`src/rtl/gcm_pkg.sv`:
```
// Shared types, constants and block-formatting helpers for the AES-GCM sequencer.
package gcm_pkg;

   localparam int          BLK_W           = 128;
   localparam int          IV_W            = 96;
   localparam logic [31:0] J0_SUFFIX       = 32'h1;
   localparam logic [31:0] CTR_INIT_SUFFIX = 32'h2;

   typedef enum logic [3:0] {
      IDLE, HGEN, J0ENC, WAIT_IN, CTRENC, CTOUT, GMUL, LEN, TAG, DONE
   } state_e;

   // Only the low 32-bit word counts; the IV part of the counter never changes.
   function automatic logic [BLK_W-1:0] inc32(input logic [BLK_W-1:0] c);
      return {c[BLK_W-1:32], c[31:0] + 32'd1};
   endfunction

   function automatic logic [BLK_W-1:0] len_block(input logic [63:0] ad_blocks,
                                                  input logic [63:0] pt_blocks);
      logic [63:0] ad_bits;
      logic [63:0] pt_bits;
      ad_bits = ad_blocks << 7;
      pt_bits = pt_blocks << 7;
      return {ad_bits, pt_bits};
   endfunction

endpackage

```
`src/rtl/gcm_sequencer.sv`:
```
// AES-GCM encryption sequencer: drives one shared AES core and one GF(2^128)
// multiplier through req/ack handshakes to produce ciphertext and the tag.
module gcm_sequencer
   import gcm_pkg::*;
#(
   parameter int CNT_W = 32
) (
   input  logic             clk,
   input  logic             reset,
   input  logic             start,
   input  logic             msg_empty,
   input  logic [IV_W-1:0]  iv,
   input  logic             in_valid,
   output logic             in_ready,
   input  logic [BLK_W-1:0] in_data,
   input  logic             in_is_ad,
   input  logic             in_last,
   output logic             ct_valid,
   input  logic             ct_ready,
   output logic [BLK_W-1:0] ct_data,
   output logic             aes_req,
   output logic [BLK_W-1:0] aes_in,
   input  logic             aes_ack,
   input  logic [BLK_W-1:0] aes_out,
   output logic             gf_req,
   output logic [BLK_W-1:0] gf_a,
   output logic [BLK_W-1:0] gf_b,
   input  logic             gf_ack,
   input  logic [BLK_W-1:0] gf_p,
   output logic             tag_valid,
   output logic [BLK_W-1:0] tag,
   output logic             busy,
   output logic             err
);

   state_e             state_q;
   logic [IV_W-1:0]    iv_q;
   logic               empty_q;
   logic [BLK_W-1:0]   h_q, ej0_q, y_q, x_q, ctr_q, pt_q, ct_q, tag_q;
   logic [BLK_W-1:0]   aes_in_q, gf_a_q;
   logic [CNT_W-1:0]   ad_cnt_q, pt_cnt_q;
   logic               seen_pt_q, last_q, len_pass_q;
   logic               aes_req_q, gf_req_q, in_ready_q, ct_valid_q;
   logic               tag_valid_q, busy_q, err_q;
   logic               blk_drop_d;

   // AD is only legal before the first PT block; a full counter refuses more blocks.
   assign blk_drop_d = in_is_ad ? (seen_pt_q || (&ad_cnt_q)) : (&pt_cnt_q);

   always_ff @(posedge clk or negedge reset) begin
      if (!reset) begin
         state_q     <= IDLE;
         iv_q        <= '0;
         empty_q     <= 1'b0;
         h_q         <= '0;
         ej0_q       <= '0;
         y_q         <= '0;
         x_q         <= '0;
         ctr_q       <= '0;
         pt_q        <= '0;
         ct_q        <= '0;
         tag_q       <= '0;
         aes_in_q    <= '0;
         gf_a_q      <= '0;
         ad_cnt_q    <= '0;
         pt_cnt_q    <= '0;
         seen_pt_q   <= 1'b0;
         last_q      <= 1'b0;
         len_pass_q  <= 1'b0;
         aes_req_q   <= 1'b0;
         gf_req_q    <= 1'b0;
         in_ready_q  <= 1'b0;
         ct_valid_q  <= 1'b0;
         tag_valid_q <= 1'b0;
         busy_q      <= 1'b0;
         err_q       <= 1'b0;
      end else begin
         case (state_q)
            IDLE, DONE: begin
               if (start) begin
                  iv_q        <= iv;
                  empty_q     <= msg_empty;
                  y_q         <= '0;
                  ad_cnt_q    <= '0;
                  pt_cnt_q    <= '0;
                  seen_pt_q   <= 1'b0;
                  last_q      <= 1'b0;
                  len_pass_q  <= 1'b0;
                  err_q       <= 1'b0;
                  tag_valid_q <= 1'b0;
                  busy_q      <= 1'b1;
                  state_q     <= HGEN;
               end
            end
            HGEN: begin
               if (!aes_req_q) begin
                  aes_req_q <= 1'b1;
                  aes_in_q  <= '0;
               end else if (aes_ack) begin
                  aes_req_q <= 1'b0;
                  h_q       <= aes_out;
                  state_q   <= J0ENC;
               end
            end
            J0ENC: begin
               if (!aes_req_q) begin
                  aes_req_q <= 1'b1;
                  aes_in_q  <= {iv_q, J0_SUFFIX};
               end else if (aes_ack) begin
                  aes_req_q <= 1'b0;
                  ej0_q     <= aes_out;
                  ctr_q     <= {iv_q, CTR_INIT_SUFFIX};
                  if (empty_q) begin
                     state_q <= LEN;
                  end else begin
                     in_ready_q <= 1'b1;
                     state_q    <= WAIT_IN;
                  end
               end
            end
            WAIT_IN: begin
               if (in_valid && in_ready_q) begin
                  if (blk_drop_d) begin
                     err_q <= 1'b1;
                     if (in_last) begin
                        in_ready_q <= 1'b0;
                        state_q    <= LEN;
                     end
                  end else if (in_is_ad) begin
                     ad_cnt_q   <= ad_cnt_q + CNT_W'(1);
                     x_q        <= in_data;
                     last_q     <= in_last;
                     in_ready_q <= 1'b0;
                     state_q    <= GMUL;
                  end else begin
                     pt_cnt_q   <= pt_cnt_q + CNT_W'(1);
                     pt_q       <= in_data;
                     seen_pt_q  <= 1'b1;
                     last_q     <= in_last;
                     in_ready_q <= 1'b0;
                     state_q    <= CTRENC;
                  end
               end
            end
            CTRENC: begin
               if (!aes_req_q) begin
                  aes_req_q <= 1'b1;
                  aes_in_q  <= ctr_q;
               end else if (aes_ack) begin
                  aes_req_q  <= 1'b0;
                  ct_q       <= pt_q ^ aes_out;
                  ctr_q      <= inc32(ctr_q);
                  ct_valid_q <= 1'b1;
                  state_q    <= CTOUT;
               end
            end
            CTOUT: begin
               if (ct_ready) begin
                  ct_valid_q <= 1'b0;
                  x_q        <= ct_q;
                  state_q    <= GMUL;
               end
            end
            GMUL: begin
               if (!gf_req_q) begin
                  gf_req_q <= 1'b1;
                  gf_a_q   <= y_q ^ x_q;
               end else if (gf_ack) begin
                  gf_req_q <= 1'b0;
                  y_q      <= gf_p;
                  if (len_pass_q) begin
                     state_q <= TAG;
                  end else if (last_q) begin
                     state_q <= LEN;
                  end else begin
                     in_ready_q <= 1'b1;
                     state_q    <= WAIT_IN;
                  end
               end
            end
            LEN: begin
               x_q        <= len_block(64'(ad_cnt_q), 64'(pt_cnt_q));
               len_pass_q <= 1'b1;
               state_q    <= GMUL;
            end
            TAG: begin
               tag_q       <= y_q ^ ej0_q;
               tag_valid_q <= 1'b1;
               busy_q      <= 1'b0;
               state_q     <= DONE;
            end
            default: state_q <= IDLE;
         endcase
      end
   end

   assign in_ready  = in_ready_q;
   assign ct_valid  = ct_valid_q;
   assign ct_data   = ct_q;
   assign aes_req   = aes_req_q;
   assign aes_in    = aes_in_q;
   assign gf_req    = gf_req_q;
   assign gf_a      = gf_a_q;
   assign gf_b      = h_q;
   assign tag_valid = tag_valid_q;
   assign tag       = tag_q;
   assign busy      = busy_q;
   assign err       = err_q;

endmodule
```
`config.mk`:
```
export PLATFORM = sky130hd
export DESIGN_NAME = gcm_sequencer
export DESIGN_NICKNAME = d
export VERILOG_FILES = /design/src/rtl/gcm_pkg.sv /design/src/rtl/gcm_sequencer.sv
export SDC_FILE = /design/constraint.sdc
export NUM_CORES = 2
export LEC_CHECK = 0
export ABC_AREA = 1
export CAP_MARGIN = 20
export CORE_AREA = 3 3 438 440
export DETAILED_ROUTE_END_ITERATION = 8
export DIE_AREA = 0 0 441 443
export GPL_TIMING_DRIVEN = 0
export SYNTH_ARGS = -nofsm -noshare
export SYNTH_HDL_FRONTEND = slang
export SYNTH_SLANG_ARGS = --single-unit
```
`constraint.sdc`:
```
create_clock -name clk -period 3.2 [get_ports clk]
set_clock_uncertainty 0.05 [all_clocks]
set_input_delay 0.96 -clock clk [delete_from_list [all_inputs] [get_ports clk]]
set_output_delay 0.96 -clock clk [all_outputs]
set_load 0.05 [all_outputs]
```
[Word-level counts from Yosys, hierarchy flattened]
Cells that the tools add are included.
Widths: inputs -> output; s select.
Storage, ports and cells
  bits in registers: 1455
  bits in latches: 0
  RAM bits: 0
  memory bits (read-only): 0
  input port bits: 490
  output and inout bits: 647
  word-level logic and storage cells: 183
  memories kept: 0
Operators by class
  add/sub/neg operators: 3
  $mul: 0
  divide/modulo/power cells: 0
  $lt $le $gt $ge: 0
  eq/ne operators: 31
  shift operators: 0
  mux-type cells: 80
  bitwise logic cells: 7
  reductions and logical operators: 36
Operators with widths (number)
  $mux 128: 12
  $pmux 128 s3: 2
  $pmux 128 s2: 2
  $xor 128x128->128: 3
  $mux 32: 9
  $pmux 32 s2: 2
  $add 32x1->32 const B: 3
  $reduce_and 32->1: 2
  $mux 4: 14
  $ne 2x2->1 const B: 21
  $pmux 4 s9: 1
  $reduce_and 4->1: 7
  $mux 1: 27
  $reduce_and 5->1: 4
  $eq 4x3->1 const B: 4
  $pmux 1 s2: 7
  $reduce_and 12->1: 1
  $reduce_bool 2->1: 6
  $reduce_and 10->1: 1
  $reduce_and 3->1: 3
  $reduce_bool 3->1: 3
  $eq 4x2->1 const B: 2
  $eq 4x4->1 const B: 2
  $reduce_and 2->1: 4
  other kinds (11): 15

[Longest topological paths before layout]
  depth after elaboration: 6
  depth in mapped cells: 13
  depth with buffers taken out: 12

[Worst setup path before layout]
No wires, ideal clock.
  path kind: in2reg
  start: in aes_ack
  end: reg h_q[0] (netlist: gf_b[0])
  setup time: 83 ps
  arrival time: 2175 ps
  required time: 3067 ps
  setup slack: 893 ps
  cell stages on the path: 8
  path buffers: 3
  path through: nand2_1 -> clkbuf_1 -> nor2_1 -> inv_1 -> clkbuf_1 -> clkbuf_1 -> nand2_1 -> o21ai_0
Between the ends
  cells in the longest elaborated chain, start to end: 1
Ends and longest elaborated chain
  start, declared: RTL line gcm_sequencer.sv:23  | input logic aes_ack,
  $reduce_and 3->1 (no source line)
  end signal, assigned: RTL line gcm_sequencer.sv:101  | h_q <= aes_out;
  end, declared: RTL line gcm_sequencer.sv:39  | logic [BLK_W-1:0] h_q, ej0_q, y_q, x_q, ctr_q, pt_q, ct_q, tag_q;
Every way passes these cells.
A chain may end at the register's enable or synchronous reset.

[Worst setup path in the final report]
  start: in aes_ack
  end: reg h_q[69] (netlist: gf_b[69])
The elaborated chain is that of the path after synthesis.

==> results.md <==
- Failing checks: negative setup slack
- Crit path DAT: 3.87 ns
- Most common cell after layout, fill and taps aside: nand2_1
- CP Buf/Inv Count: 5
- Num CTS Buffers: 165
- Initial DRC count: 5808
- Final Net Count: 8736
- Sw Ratio: 46.4%
- DPL Wire Length: 252000 um
- Largest net degree at the start of global routing: 171
- Internal power: 49.3 mW
- P&R area growth vs syn: 32.6%
- Final setup vio count: 8
- Post-Syn Area: 62800 um^2
- Power per cell area: 1100 nW/um^2
- First-pass GRT wire length: 433000 um
- Commonest cells after routing, fill and taps aside: nand2_1, dfrtp_1, o21ai_0
- Crit end category: flip-flop
- M1 wire length: 121000 um
- Die width: 441 um
- Outcome: finished with violations
- Max stage delay cell, worst path: clkdlybuf4s50_1
- Die ar.: 195000 um^2
- Starting Density: 33.4%
- Distinct cells, synth: 39
- Crit path time final: 3.24 ns
- Final Worst Setup Slack: -0.0387 ns
- Syn avg cell area: 9.07 um^2
- Worst stage delay on the critical path: 0.70 ns
- Synth Flop Type: dfrtp_1
- Critical-path cell list: clkdlybuf4s50_1 -> nand2_2 -> clkbuf_2 -> nor2_1 -> inv_1 -> clkbuf_4 -> clkbuf_1 -> o21ai_0
- Post-route setup TNS: -0.0798 ns
- Reg clk slew, reported paths: 0.06 ns
- # port buffers: 1136
- Vias/cell: 5.21
- Comb pwr share: 43.6%
- HP Class: input port to asynchronous set/reset pin
- Crit-path leading delay family: buffers and inverters
- WL met3: 24300 um
- CP Data Required Time: 3.83 ns
- Clock buffer depth: 3
- Layout cell share with drive strength beyond 1: 7.44%
- Seq pwr share: 35.0%
- Worst-Margin Slew: 1.10 ns
- Fillers: 18500
- Crit start category: input port
- MaxCap Viol Count: 0
- Asr flop ratio synth: 100%
- Vias in the first global route: 55200
- Met2 wire len: 148000 um
- Leakage power total: 38.9 nW
- Die H: 443 um
- CP max FO: 10
- Post-place setup slack: -1.71 ns
- I/O Pins: 1137
- Initial antenna violation count: 77
- Cell row count: 159
- GP Congestion: 0.978
- Tcrit/Tclk final: 101%
- Number of enable flip-flop cells after synthesis: 0
- Fin util: 44.3%
- WHS: 0.0575 ns
- Peak Freq: 309 MHz
- Relative slew slack: 26.6%
- Number of synthesized register bits: 1455
- Max layer used: met5
- # Post-CTS Setup Buffers: 0
- CTS root buffer: clkbuf_16
- Sequential share of the synthesized area: 58.0%
- Hold Buf Count CTS: 0
- DRT Wirelength: 314000 um
- GRT Overall Usage: 31.5%
- H-tree depth: 4
- Fin. max-slew vios: 0
- Final ANT Viol Nets: 0
- P_sw: 42.7 mW
- Crit path kind: input port to flip-flop
- Post-Synthesis Cells: 6921
- Syn Nets: 7414
- Pre-Repair DR Iteration Count: 6
- Yosys warns: 0
- TritonCTS clock tree: done
- Peak supply drop: 573 uV
- Via Count: 56800
- Clk pwr share: 21.4%
- Grt total ovfl: 0
- Skew-Pair Late Insertion Delay: 0.84 ns
- WL/cell: 28.8 um
- Final hold violation count: 0
- Drc violations: 0
- Number of clock sinks: 1455
- Core area: 188000 um^2
- RSZ-0062 raised after global routing: no
==> final timing paths <==
check / slack (ns) / startpoint / cells after the start / to
max: -0.04 / aes_ack / 8 / gf_b[69]
min in group clk: 0.43 / iv_q[8] / 2 / iv_q[8]
max reg2reg: 0.07 / state_q[1] / 9 / tag[93]
min reg2reg: 0.43 / iv_q[8] / 2 / iv_q[8]
max in group asynchronous: 0.43 / reset / 4 / pt_q[64]
min: 0.06 / reset / 1 / iv_q[78]
==> sequential cells by signal (all words and copies together) (netlist names), 96 cells and up <==
register  cells
aes_in      128
tag         128
gf_b        128
y_q         128
x_q         128
pt_q        128
iv_q         96
ctr_q       128
gf_a        128
ct_data     128
ej0_q       128
==> cell usage after synthesis, types with 2 or more instances <==
master	count	area (um^2)
nand2_1	1986	7450
nor2_1	270	1010
ha_1	3	37.5
clkbuf_1	244	916
inv_1	518	1940
xor2_1	150	1310
a31oi_1	75	469
nand3_1	402	2010
nor2_4	2	22.5
buf_2	89	445
nor3_1	35	175
a21oi_1	49	245
nand3b_1	2	15.0
nor2_2	3	18.8
buf_4	24	180
nand2_2	9	56.3
a221oi_1	22	193
or2_2	5	31.3
nand4_1	29	181
dfrtp_1	1455	36400
o21ai_1	33	165
mux2_2	128	1440
buf_6	14	158
xnor2_1	258	2260
buf_1	18	67.6
o21ai_0	1048	5250
inv_2	9	33.8
o22ai_1	30	188
==> power groups by stage <==
stage | Combinational, mW | Clock [mW] | Sequential [mW]
after global routing | 42.6 | 20.6 | 32.9
after CTS | 40.2 | 19.9 | 32.0
after detailed placement | 40.5 | 0 | 32.3
after floorplan | 13.8 | 0 | 40.7
final | 40.1 | 19.7 | 32.2
after global placement | 39.8 | 0 | 32.5
==> layout make-up <==
cell class              instances  area [um^2]  share of cell area (%)
clock inverters                64          764                   0.918
plain buffers                 390         1870                    2.25
multi-input cells            4548        22600                    27.2
inverters                     528         1990                    2.39
well taps                    2495         3120                    3.75
repair buffers               1155        11600                    13.9
diodes                         35         87.6                   0.105
flip-flops and latches       1455        36400                    43.7
clock buffers                 233         4780                    5.74
==> per-stage QoR <==
step                      instance area, um^2  power, mW  cells
final                                   83300       92.0  10900
after global routing                    83200       96.1  10900
after CTS                               83100       92.1  10900
after detailed placement                77700       72.8  10600
after global placement                  77300       72.2  10600
after floorplan                         62800       54.4   6921
==> layer usage <==
layer	vias to the layer above	track usage [%]
met3	627	7.28
met5	-	0
li1	25000	-
met1	28600	38.7
met4	20	18.1
met2	2599	50.5
==> kinds of logic (layout without fill, tap and decap cells) <==
kind of cell	after synthesis	count (layout)	synth area share, %
and+or+nand+nor	2748	2748	17.6
buffers and inverters	918	2370	5.98
DFF	1455	1455	58.0
adders and majority gates	3	3	0.0598
other	0	35	0
muxes	128	128	2.30
xor gates and xnor gates	408	408	5.69
AOI/OAI and AO/OA	1261	1261	10.4
==> worst reg2reg max path, cell delays in order (launching register included) <==
cell	delay, ns
dfrtp_1	0.31
buf_2	0.19
nor2_1	0.11
nand2_2	0.35
buf_4	0.42
clkbuf_2	0.52
buf_16	0.23
clkbuf_1	0.61
nand2_1	0.13
o21ai_0	0.12
==> what timing repair did <==
| item | CTS | global route |
|---|---|---|
| resized for setup | 225 | 52 |
| endpoints found under the hold margin | 0 | 0 |
| setup endpoints to repair | 885 | 262 |
Power figures use the tool's default switching activity.
